===== config.mk =====
export PLATFORM = sky130hd
export DESIGN_NAME = sync_fifo_flags
export DESIGN_NICKNAME = d
export VERILOG_FILES = /design/src/rtl/sync_fifo_flags.sv
export SDC_FILE = /design/constraint.sdc
export NUM_CORES = 1
export LEC_CHECK = 0
export CORE_MARGIN = 3
export CORE_UTILIZATION = 50
export CTS_CLUSTER_DIAMETER = 80
export CTS_CLUSTER_SIZE = 8
export DETAILED_ROUTE_END_ITERATION = 16
export GPL_TIMING_DRIVEN = 0
export PLACE_DENSITY = 0.68
export SLEW_MARGIN = 40
export SYNTH_ARGS = -nofsm -noshare
export SYNTH_HDL_FRONTEND = slang
export SYNTH_SLANG_ARGS = --single-unit

===== constraint.sdc =====
create_clock -name clk -period 2.01 [get_ports clk]
set_input_delay 0.402 -clock clk [delete_from_list [all_inputs] [get_ports clk]]
set_output_delay 0.402 -clock clk [all_outputs]
set_load 0.03 [all_outputs]

===== src/rtl/sync_fifo_flags.sv =====
// Single-clock FIFO with occupancy count, almost-full/almost-empty thresholds and sticky error flags.
// Define SYNC_FIFO_FWFT_EN for a first-word-fall-through read port; the default is a registered read.
module sync_fifo_flags #(
    parameter int DSIZE    = 8,
    parameter int ASIZE    = 4,
    parameter int AF_LEVEL = 14,
    parameter int AE_LEVEL = 2
) (
    input  logic             clk,
    input  logic             rst,
    input  logic [DSIZE-1:0] wdata,
    input  logic             winc,
    input  logic             rinc,
    input  logic             clr_err,
    output logic [DSIZE-1:0] rdata,
    output logic             rvalid,
    output logic             wfull,
    output logic             rempty,
    output logic             walmost_full,
    output logic             ralmost_empty,
    output logic [ASIZE:0]   count,
    output logic             overflow,
    output logic             underflow
);

    localparam int             DEPTH     = 1 << ASIZE;
    localparam logic [ASIZE:0] DEPTH_CNT = (ASIZE+1)'(DEPTH);
    localparam logic [ASIZE:0] AF_CNT    = (ASIZE+1)'(AF_LEVEL);
    localparam logic [ASIZE:0] AE_CNT    = (ASIZE+1)'(AE_LEVEL);
    localparam logic [ASIZE:0] ONE_CNT   = (ASIZE+1)'(1);
    localparam logic [ASIZE:0] ZERO_CNT  = '0;

    logic [DSIZE-1:0] r_mem [DEPTH];
    logic [ASIZE-1:0] r_wptr;
    logic [ASIZE-1:0] r_rptr;
    logic [ASIZE:0]   r_count;
    logic             r_wfull;
    logic             r_rempty;
    logic             r_walmost_full;
    logic             r_ralmost_empty;
    logic             r_overflow;
    logic             r_underflow;

    logic             w_wacc;
    logic             w_racc;
    logic [ASIZE:0]   w_count_nxt;

    // Acceptance is gated only by this cycle's registered flags, so full/empty
    // never depend combinationally on the opposite port.
    always_comb begin
        w_wacc      = winc && !r_wfull;
        w_racc      = rinc && !r_rempty;
        w_count_nxt = r_count;
        if (w_wacc && !w_racc) begin
            w_count_nxt = r_count + ONE_CNT;
        end else if (!w_wacc && w_racc) begin
            w_count_nxt = r_count - ONE_CNT;
        end
    end

    // Storage is not reset; a write coinciding with reset is dropped.
    always_ff @(posedge clk) begin
        if (!rst && w_wacc) begin
            r_mem[r_wptr] <= wdata;
        end
    end

    always_ff @(posedge clk) begin
        if (rst) begin
            r_wptr          <= '0;
            r_rptr          <= '0;
            r_count         <= '0;
            r_wfull         <= 1'b0;
            r_rempty        <= 1'b1;
            r_walmost_full  <= (ZERO_CNT >= AF_CNT);
            r_ralmost_empty <= 1'b1;
            r_overflow      <= 1'b0;
            r_underflow     <= 1'b0;
        end else begin
            if (w_wacc) begin
                r_wptr <= r_wptr + 1'b1;
            end
            if (w_racc) begin
                r_rptr <= r_rptr + 1'b1;
            end
            r_count         <= w_count_nxt;
            r_wfull         <= (w_count_nxt == DEPTH_CNT);
            r_rempty        <= (w_count_nxt == ZERO_CNT);
            r_walmost_full  <= (w_count_nxt >= AF_CNT);
            r_ralmost_empty <= (w_count_nxt <= AE_CNT);
            // A new error on the same edge as clr_err stays set.
            if (winc && r_wfull) begin
                r_overflow <= 1'b1;
            end else if (clr_err) begin
                r_overflow <= 1'b0;
            end
            if (rinc && r_rempty) begin
                r_underflow <= 1'b1;
            end else if (clr_err) begin
                r_underflow <= 1'b0;
            end
        end
    end

`ifdef SYNC_FIFO_FWFT_EN
    // Head word is always on the bus; rinc pops what is already displayed.
    assign rdata  = r_mem[r_rptr];
    assign rvalid = !r_rempty;
`else
    logic [DSIZE-1:0] r_rdata;
    logic             r_rvalid;

    always_ff @(posedge clk) begin
        if (rst) begin
            r_rdata  <= '0;
            r_rvalid <= 1'b0;
        end else begin
            r_rvalid <= w_racc;
            if (w_racc) begin
                r_rdata <= r_mem[r_rptr];
            end
        end
    end

    assign rdata  = r_rdata;
    assign rvalid = r_rvalid;
`endif

    assign wfull         = r_wfull;
    assign rempty        = r_rempty;
    assign walmost_full  = r_walmost_full;
    assign ralmost_empty = r_ralmost_empty;
    assign count         = r_count;
    assign overflow      = r_overflow;
    assign underflow     = r_underflow;

endmodule

# --- After elaboration in Yosys (flattened, before gate mapping) ---
# Memory sizes are Yosys's and may differ from the RTL's. A register that Yosys moved wholly into a read port is not among the register bits.
# Cells that the tools add are included.
op_classes:
  mul: 0
  addsub: 4
  reduce_logical: 15
  magnitude_cmp: 2
  shift: 0
  bitwise_logic: 0
  n_eq_ne: 1
  div: 0
  muxes: 7
ops:
  columns: ["op", "n"]
  rows:
  - ["5-bit 2-to-1 mux", 2]
  - ["4-bit by 1-bit adder with 4-bit output (second input constant)", 2]
  - ["1-bit logical AND", 7]
  - ["5-bit by 1-bit adder with 5-bit output (second input constant)", 1]
  - ["5-bit == test (second input constant)", 1]
  - ["5-bit by 4-bit greater-or-equal comparator with 1-bit output (second input constant)", 1]
  - ["5-bit by 2-bit less-or-equal comparator with 1-bit output (second input constant)", 1]
  - ["1-bit zero test", 5]
  - ["5-bit zero test", 1]
  - ["1-bit 2-to-1 mux", 5]
  - ["5-bit by 1-bit subtractor with 5-bit output (second input constant)", 1]
  - ["2-bit nonzero test", 2]
totals:
  ff_bits: 20
  latch_bits: 0
  mem_bits_rw: 128
  rom_bits: 0
  mem_count: 1
  word_cells: 40
memory_table:
  columns: ["name", "words", "word_bits", "read_ports", "rd_ports_with_merged_regs", "write_ports", "line", "source"]
  rows:
  - ["r_mem", 16, 8, 1, 1, 1, "33", "logic [DSIZE-1:0] r_mem [DEPTH];"]

# --- Depth between registers and ports, before layout ---
logic_depth:
  ltp_word: 7
  depth_mapped: 7
  mapped_depth_nobuf: 6

# --- Worst setup path before layout ---
# OpenSTA, ideal clock, no wires.
synth_timing:
  path_type: "reg2reg"
  from: "reg r_count[0] (netlist: count[0])"
  to: "reg r_wfull (netlist: wfull)"
  t_required_ns: 1.923
  path_stages_with_launch: 7
  path_buffers: 0
  setup_slack_ns: -0.033
  period_less_slack_ns: 2.043
  arrival_ns: 1.955
  cell_sequence: "dfxtp_1 -> inv_1 -> ha_1 -> or4_1 -> o211ai_1 -> nand2_1 -> nor4b_2"
synth_between:
  elab_chain_cells: 4
synth_lines:
  columns: ["element", "line", "source"]
  rows:
  - ["start: declaration", "36", "logic [ASIZE:0] r_count;"]
  - ["start signal: assignment", "86", "r_count <= w_count_nxt;"]
  - ["5-bit by 1-bit subtractor with 5-bit output", "57", "w_count_nxt = r_count - ONE_CNT;"]
  - ["5-bit 2-to-1 mux", "56", "end else if (!w_wacc && w_racc) begin"]
  - ["5-bit 2-to-1 mux (*)", "54", "if (w_wacc && !w_racc) begin"]
  - ["5-bit == test (*)", "87", "r_wfull <= (w_count_nxt == DEPTH_CNT);"]
  - ["end signal: assignment", "87", null]
  - ["end: declaration", "37", "logic r_wfull;"]
# Every way passes the cells marked *; elsewhere a longest branch is shown, timed or not.
# A chain may end at the register's enable or synchronous reset.

# --- Worst setup path after layout ---
layout_timing:
  from: "in winc"
  to: "mem r_mem[3][7], enable pin"
layout_between:
  elab_chain_cells: 4
layout_lines:
  columns: ["element", "line", "source"]
  rows:
  - ["start: declaration", "12", "input logic winc,"]
  - ["1-bit logical AND", "51", "w_wacc = winc && !r_wfull;"]
  - ["1-bit logical AND", "63", "if (!rst && w_wacc) begin"]
  - ["1-bit 2-to-1 mux", "63", null]
  - ["1-bit 2-to-1 mux (implied by the code)", "64", "r_mem[r_wptr] <= wdata;"]
  - ["end: declaration", "33", null]
# No other way between the ends.

==> impl_metrics.py <==
metrics = {
    "run_status": {
        "status": "finished, violations left",
        "violations": "negative setup slack",
    },
    "global_routing": {
        "antenna_found_initial": 0,
        "grt.overflow.total": 0,
        "grt_max_degree": 17,
        "grtUsageTotal_pct": 19.93,
        "grt_pass1_vias": 3371,
        "grt_pass1_wl_um": 19240,
    },
    "clock_tree": {
        "cts_root_buf": "clkbuf_16",
        "cts_tree": "yes",
        "cts_max_level": 4,
        "cts_num_sinks": 156,
        "clockBufferDepth": 2,
        "cts_buffers": 17,
        "clk_latency_ns": 0.42,
        "clkSlewWorstSetupHoldPaths_ns": 0.06,
    },
    "timing": {
        "grt_setup_unrepaired": "true",
        "hold_violations": 0,
        "fin_crit_sh_pct": 106.4,
        "fmax_mhz": 467.7,
        "fin_crit_ns": 2.138,
        "final.setup_skew_ns": 0.005594,
        "fin_hold_ws_ns": 0.4850,
        "worst_slack_ns": -0.1281,
        "tns_ns": -2.717,
        "relSlewSlack_pct": 41.60,
        "worst_pin_slew_ns": 0.8727,
        "drv_slew": 0,
        "finalSetupViolCount": 24,
    },
    "min_path": {
        "min_path_type": "register to register",
    },
    "critical_path": {
        "worstSetupStartpointType": "input pin",
        "cp_max_fo": 10,
        "worst-setup-path-type": "input pin to register",
        "critPathCaptureType": "register",
        "cp.required_ns": 2.06,
        "critPathArrivalTime_ns": 2.18,
    },
    "route": {
        "routed_wl_um": 12420,
        "met1_length_um": 5147,
        "ant_nets": 0,
        "dr.pass1.iters": 4,
        "wl_per_cell_um": 21.64,
        "topRoutingLayerUsed": "met4",
        "drc_errors": 0,
        "drt_iter0_drc": 219,
        "via_count": 3315,
        "wl_met2_um": 6114,
        "vias_per_cell": 5.775,
        "met3WireLength_um": 980,
    },
    "floorplanning": {
        "core_area_mm2": 0.01171,
        "core.rowCount": 39,
        "die_h_um": 116.8,
        "die_w_um": 116.8,
        "start_util_pct": 52.44,
        "io_pins": 33,
        "dieArea_mm2": 0.01365,
    },
    "power_and_ir_drop": {
        "switching_power_mw": 1.877,
        "clock_power_share_pct": 37.7,
        "p_sw_share_pct": 23.99,
        "ir_worst_vdd_uv": 976.2,
        "power_density_mw_per_mm2": 1058,
        "leakagePower_nw": 2.386,
        "p_int_mw": 5.949,
        "p_comb_share_pct": 15.4,
        "seq_power_share_pct": 46.8,
        "finalPower_mw": 7.826,
    },
    "place": {
        "place_area_mm2": 0.006641,
        "io_buffers": 32,
        "place_ws_ns": -0.5586,
        "hpwl_um": 8199,
        "gp_congestion": 0.7917,
    },
    "logic_synthesis": {
        "syn_avg_cell_area_um2": 17.11,
        "syn_nets": 379,
        "synthesis.area_mm2": 0.006141,
        "ys.flop_type": "edfxtp_1",
        "synth_edf_count": 128,
        "netlist_instances": 359,
        "yosysUniqueCellTypes": 43,
        "ys_ff_latch": 156,
        "synthArstFlopShare_pct": 0,
        "ys_seq_area_share_pct": 71.72,
        "synth-warning-count": 0,
    },
    "layout": {
        "n_antenna_cell": 0,
        "syn_to_final_growth_pct": 20.42,
        "drive_gt1_share_pct": 25.75,
        "stdcell_area_mm2": 0.007395,
        "n_fill_cell": 848,
        "final_nets": 438,
    },
    "run": {
        "maxCapViolations": 0,
    },
}
## final cells by class
class | instances | area [um2] | share of cell area [%]
Clock inverter | 12 | 103.9 | 1.404
Sequential cell | 156 | 4407 | 59.59
Tap cell | 143 | 178.9 | 2.420
Multi-Input combinational cell | 177 | 1714 | 23.18
Clock buffer | 20 | 436.7 | 5.905
Buffer | 19 | 147.6 | 1.997
Timing Repair Buffer | 40 | 380.4 | 5.144
Inverter | 7 | 26.28 | 0.3553
## synthesized netlist by cell type (all sizes together), types with 2 or more instances
master	count	area (um2)
a211oi	3	27.52
buf	13	67.56
nand2b	2	12.51
xnor2	5	43.79
nand4	3	18.77
inv	7	26.28
xor2	4	35.03
dfxtp	28	560.5
or4	3	22.52
edfxtp	128	3844
a41o	2	20.02
nor2	41	153.9
ha	7	87.58
mux4	32	720.7
nand3	2	10.01
nor2b	3	18.77
nor3	2	10.01
a21oi	20	100.1
a22oi	18	135.1
clkbuf	6	33.77
nand2	14	52.55
and4	2	18.77
## through the flow
stage | std cells | util [%]
after global routing | 574 | 63.14
after CTS | 566 | 62.08
after global placement | 534 | 56.71
after floorplan | 359 | -
final | 574 | 63.14
after detailed placement | 534 | 56.71
## layout by cell type, fill, tap and decap left out, drive strengths merged, types with 5 or more instances in the layout
cell type | netlist | routed
edfxtp | 128 | 128
nor2 | 41 | 41
mux4 | 32 | 32
clkdlybuf4s50 | 0 | 32
dfxtp | 28 | 28
clkbuf | 6 | 25
buf | 13 | 22
a21oi | 20 | 20
a22oi | 18 | 18
nand2 | 14 | 14
clkinv | 0 | 10
inv | 7 | 7
ha | 7 | 7
xnor2 | 5 | 5
## state kept, by name (all words and copies together), names as in the netlist
register       flops
count              5
overflow           1
r_mem            128
r_rptr             4
r_wptr             4
ralmost_empty      1
rdata              8
rempty             1
rvalid             1
underflow          1
walmost_full       1
wfull              1
## what timing repair did
action	4_1_cts	5_1_grt
endpoints found under the setup margin	125	34
pin swaps	2	1
buffers inserted	0	8
endpoints found under the hold margin	0	0
hold buffers	0	0
resized for setup	28	18
## routing by layer
metal / GRT usage, % / up-vias
li1: - / 1530
met1: 27.32 / 1673
met2: 30.72 / 95
met3: 6.272 / 17
met4: 6.728 / 0
met5: 0 / -
## power groups by stage
stage | registers (mW) | clock network, mW | logic (mW)
detailed placement | 3.73 | 0 | 1.08
CTS | 3.66 | 3.00 | 1.12
global placement | 3.72 | 0 | 1.06
finish | 3.66 | 2.95 | 1.21
floorplan | 3.83 | 0 | 0.602
global route | 3.67 | 3.14 | 1.30
## final timing paths
kind / start / to / slack [ns] / cells after the start
setup / recovery: winc / r_mem[3][7]$_DFFE_PP_ / -0.13 / 5
hold / removal: rdata[0]$_SDFFE_PP0P_ / rdata[0]$_SDFFE_PP0P_ / 0.48 / 2
setup reg to reg: wfull$_SDFF_PP0_ / r_mem[3][7]$_DFFE_PP_ / -0.03 / 4
hold reg to reg: rdata[0]$_SDFFE_PP0P_ / rdata[0]$_SDFFE_PP0P_ / 0.48 / 2
## critical path, stage by stage
cell	delay [ns]
clkdlybuf4s50_1	0.50
and2b_1	0.23
clkbuf_8	0.20
nand2_1	0.19
nor2_1	0.66
## cells by family (layout without fill, tap and decap cells)
family	after synthesis	count (layout)	synth area share [%]
flops	156	156	71.72
mux	32	32	11.74
xor+xnor	9	9	1.284
compound gates	49	49	5.440
buf+inv	26	98	2.078
simple gates	80	80	6.317
fa+ha+maj	7	7	1.426
Note: power is estimated with default switching activity, not from simulation.
==> edit 1, RTL diff (same settings) <==
The parameter `DSIZE` goes from 8 to 4.
--- a/src/rtl/sync_fifo_flags.sv
+++ b/src/rtl/sync_fifo_flags.sv
@@ -1,7 +1,7 @@
 // Single-clock FIFO with occupancy count, almost-full/almost-empty thresholds and sticky error flags.
 // Define SYNC_FIFO_FWFT_EN for a first-word-fall-through read port; the default is a registered read.
 module sync_fifo_flags #(
-    parameter int DSIZE    = 8,
+    parameter int DSIZE    = 4,
     parameter int ASIZE    = 4,
     parameter int AF_LEVEL = 14,
     parameter int AE_LEVEL = 2
Ports: changed (resized rdata and wdata); port bits go from 33 to 25. The function was not compared with the original's and may differ.
==> edit 1 against the unedited design <==
- worst setup slack gained 0.18 ns
- wire length shrank 45%
- cell area shrank 42%
- worst hold slack lost 0.019 ns
- non-clock buffer count shrank 24
- power shrank 45%
- sequential share of layout area shrank 3.1 points
- highest routed layer unchanged
- area after synthesis shrank 41%
- sequential cell count shrank 68
==> edit 1: results (changes against the unedited design) <==
Final Skew=0.009054 ns (+0.003460 ns); detailed placement HPWL=4742 um (-42%); first-pass GRT wire length=11010 um (-43%); worst setup path endpoint=walmost_full; leakage=1.399 nW (-41%); Vias=2117 (-36%); R2R depth=6 (+2); Final #Nets=301 (-31%); slowest CP cell=or4_1; Pre-antenna DRT Iters=5 (+1); fill cell count=559 (-34%); Root Driver=clkbuf_8; Compound-Gate Fraction of Synth Area=5.751% (+0.31 points); H-tree depth=3 (-1); Placed Cells=370 (-31%); Worst-Skew Late Latency=0.35 ns (-0.07 ns); Crit Reg-Reg Startpoint=count[1]; VDD IR max=0.4751 mV (-51%); CTS buffer count=9 (-8); Ys Warns=0 (unchanged); Via density=5.484 (-5.0%); largest cells by area after synthesis=edfxtp_1 53%, dfxtp_1 13%, mux4_2 9.9%; reg2reg setup slack=0.15 ns (+0.18 ns); syn nets=267 (-30%); gr usage total=17.61% (-2.3 points); IO Port Bufs=23 (-28%); status=finished clean; drt wl/cell=17.57 um (-19%); XOR/XNOR share of the synthesized area=2.169% (+0.89 points); max reg flops=64 (-50%); Reg clk slew, reported paths=0.09 ns (+0.03 ns); Post-CTS Resized=2 (-93%); Largest stage delay, worst path=0.54 ns (-0.12 ns); EDFF count, synth=64 (-50%); GP Congestion=0.8366 (+5.7%); Worst slew margin=63.91% (+22 points); synth unique cells=41 (-4.7%); share of cells above drive strength 1=16.90% (-8.9 points); post-synthesis mux area share=9.917% (-1.8 points); wire length on met2=3210 um (-47%); violation count after the first detailed-routing iteration=142 (-35%); DR WL met3=310 um (-68%); M1 WL=3194 um (-38%); post-synthesis adder-cell area fraction=2.410% (+0.98 points); sequential share of the synthesized area=66.12% (-5.6 points)
-- edit 1: cell type report --
type / instances / area share (%)
multi-input cells: 143 / 27.48
flip-flops and latches: 88 / 56.47
plain buffers: 12 / 1.822
repair buffers: 23 / 5.409
clock inverters: 7 / 2.381
clock buffers: 9 / 2.910
inverters: 8 / 0.7055
well taps: 96 / 2.822
-- edit 1: stage by stage --
stage          worst slack [ns]  area, sq um  utilization [%]  setup TNS, ns  hold WS [ns]
4_1_cts                 0.01342         4213            61.00              0        0.4770
3_3_place_gp            -0.3518         3984            57.68         -9.177        0.4659
5_1_grt                -0.01128         4257            61.63       -0.01128        0.5112
2_1_floorplan           0.07505         3633                -              0        0.4817
3_5_place_dp            -0.3619         3984            57.68         -10.17        0.4753
6_report                0.05366         4257            61.63              0        0.4664
-- edit 1: metal layers --
metal  track usage [%]  up-vias
li1                  -     1006
met2             26.18       63
met4             7.538        0
met1             25.13     1042
met3             3.894        6
met5                 0        -
-- edit 1: worst min-delay path by stage --
stage,slack [ns],from,end,cells past startpoint
after detailed placement,0.48,rdata[0],rdata[0],2
after global placement,0.47,rdata[1],rdata[1],2
final,0.47,rst,count[0],2
after CTS,0.48,rst,count[0],2
after floorplan,0.48,r_wptr[1],r_wptr[1],2
after global routing,0.51,rst,count[0],2
-- edit 1: logic make-up (layout without fill, tap and decap cells) --
kind of cell,Yosys count,in the layout
compound gates,28,28
fa+ha+maj,7,7
buf+inv,20,59
flops,88,88
mux,16,16
xor+xnor,9,9
simple gates,83,83
-- edit 1: power by group --
group | switching [W] | internal (W)
registers | 0.0000621 | 0.00202
logic | 0.000463 | 0.000380
clock network | 0.000637 | 0.000710
==> edit 2, RTL diff (same flow settings) <==
Made on the original files. Put one more register stage on the output `count`, cleared by the reset. The value now appears one clock later. The other outputs are not delayed to match.
--- a/src/rtl/sync_fifo_flags.sv
+++ b/src/rtl/sync_fifo_flags.sv
@@ -130,7 +130,13 @@
     assign rempty        = r_rempty;
     assign walmost_full  = r_walmost_full;
     assign ralmost_empty = r_ralmost_empty;
-    assign count         = r_count;
+    always_ff @(posedge clk) begin
+        if (rst) begin
+            count <= '0;
+        end else begin
+            count <= r_count;
+        end
+    end
     assign overflow      = r_overflow;
     assign underflow     = r_underflow;
 
Behaviour: not the same (a bounded check fails within 4 cycles, from zero or initial values and one cycle with rst high).
==> edit 2 against the unedited design <==
- the run still ends with negative setup slack left
- cell area rose by 4.1%
- worst setup slack gained 0.096 ns
- register-to-register slack improved by 0.07 ns
- sequential cell count is 5 higher
- worst hold slack better by 0.012 ns
- largest cell class unchanged
- area after synthesis rose by 1.9%
- core utilization grew 0.39 points
- global-route usage shrank 0.54 points
- via count increased by 3.2%
- clock skew grew 0.0087 ns
- power is 3.4% higher
- cell count up 6.3%
- largest power group unchanged
- wire length increased by 3.9%
==> edit 2: results (changes against the unedited design) <==
violation count after the first detailed-routing iteration=320 (+46%); Final Skew=0.01434 ns (+0.008745 ns); drt wl/cell=21.15 um (-2.3%); detailed placement HPWL=8066 um (-1.6%); leakage=2.473 nW (+3.6%); M1 GR Usage=26.08% (-1.2 points); status=complete, but fails checks; Vias=3420 (+3.2%); XOR/XNOR share of the synthesized area=1.260% (-0.024 points); Worst R2R End=r_mem[0][3]; slowest CP cell=clkdlybuf4s50_1; Worst Hold Slack=0.4965 ns (+0.01152 ns); failing checks=negative setup slack; Post-Place Setup Slack=-0.6918 ns (-0.1332 ns); GP Congestion=0.7801 (-1.5%); fill cell count=888 (+4.7%); DR WL met3=857 um (-13%); Largest stage delay, worst path=0.50 ns (-0.16 ns); largest cells by area after synthesis=edfxtp_1 61%, mux4_2 12%, dfxtp_1 11%; endpoints failing setup=16 (-33%); WP data arrival=2.11 ns (-0.07 ns); Final #Nets=451 (+3.0%); first-pass GRT wire length=19780 um (+2.8%); sequential share of the synthesized area=72.00% (+0.28 points); Compound-Gate Fraction of Synth Area=5.340% (-0.10 points); share of cells above drive strength 1=26.02% (+0.26 points); WHS Endpoint=rdata[1]; VDD IR max=0.6287 mV (-36%); setup TNS=-0.3687 ns (+2.348 ns); synth unique cells=41 (-4.7%); Slew @ Worst Pin=0.6987 ns (-0.1740 ns); Cells after Synth=370 (+3.1%); gr usage total=19.39% (-0.54 points); PnR worst setup slack=-0.03170 ns (+0.09639 ns); syn nets=390 (+2.9%)
## edit 2: final cells by class
class                      instances  area, sq um  area share [%]
sequential                       161         4506           58.55
multi-input combinational        182         1797           23.35
clock buffer                      19        432.9           5.626
timing repair buffer              42        432.9           5.626
tap                              168        210.2           2.732
buffer                            20        150.1           1.951
clock inverter                    11        140.1           1.821
inverter                           7        26.28          0.3415
## edit 2: cells by family after synthesis
| logic type | after synthesis |
|---|---|
| buf+inv | 27 |
| simple gates | 85 |
| compound gates | 49 |
| xor+xnor | 9 |
| mux | 32 |
| flops | 161 |
| fa+ha+maj | 7 |
## edit 2: what timing repair did
item / CTS / global route
hold buffers: 0 / 0
gates resized for setup: 41 / 18
pin swaps: 1 / 4
setup endpoints to repair: 124 / 108
buffers inserted: 0 / 10
## edit 2: where the power goes
group / internal, W / switching, W
combinational: 0.000539 / 0.000641
sequential: 0.00370 / 0.0000668
clock: 0.00193 / 0.00122
total: 0.00617 / 0.00192
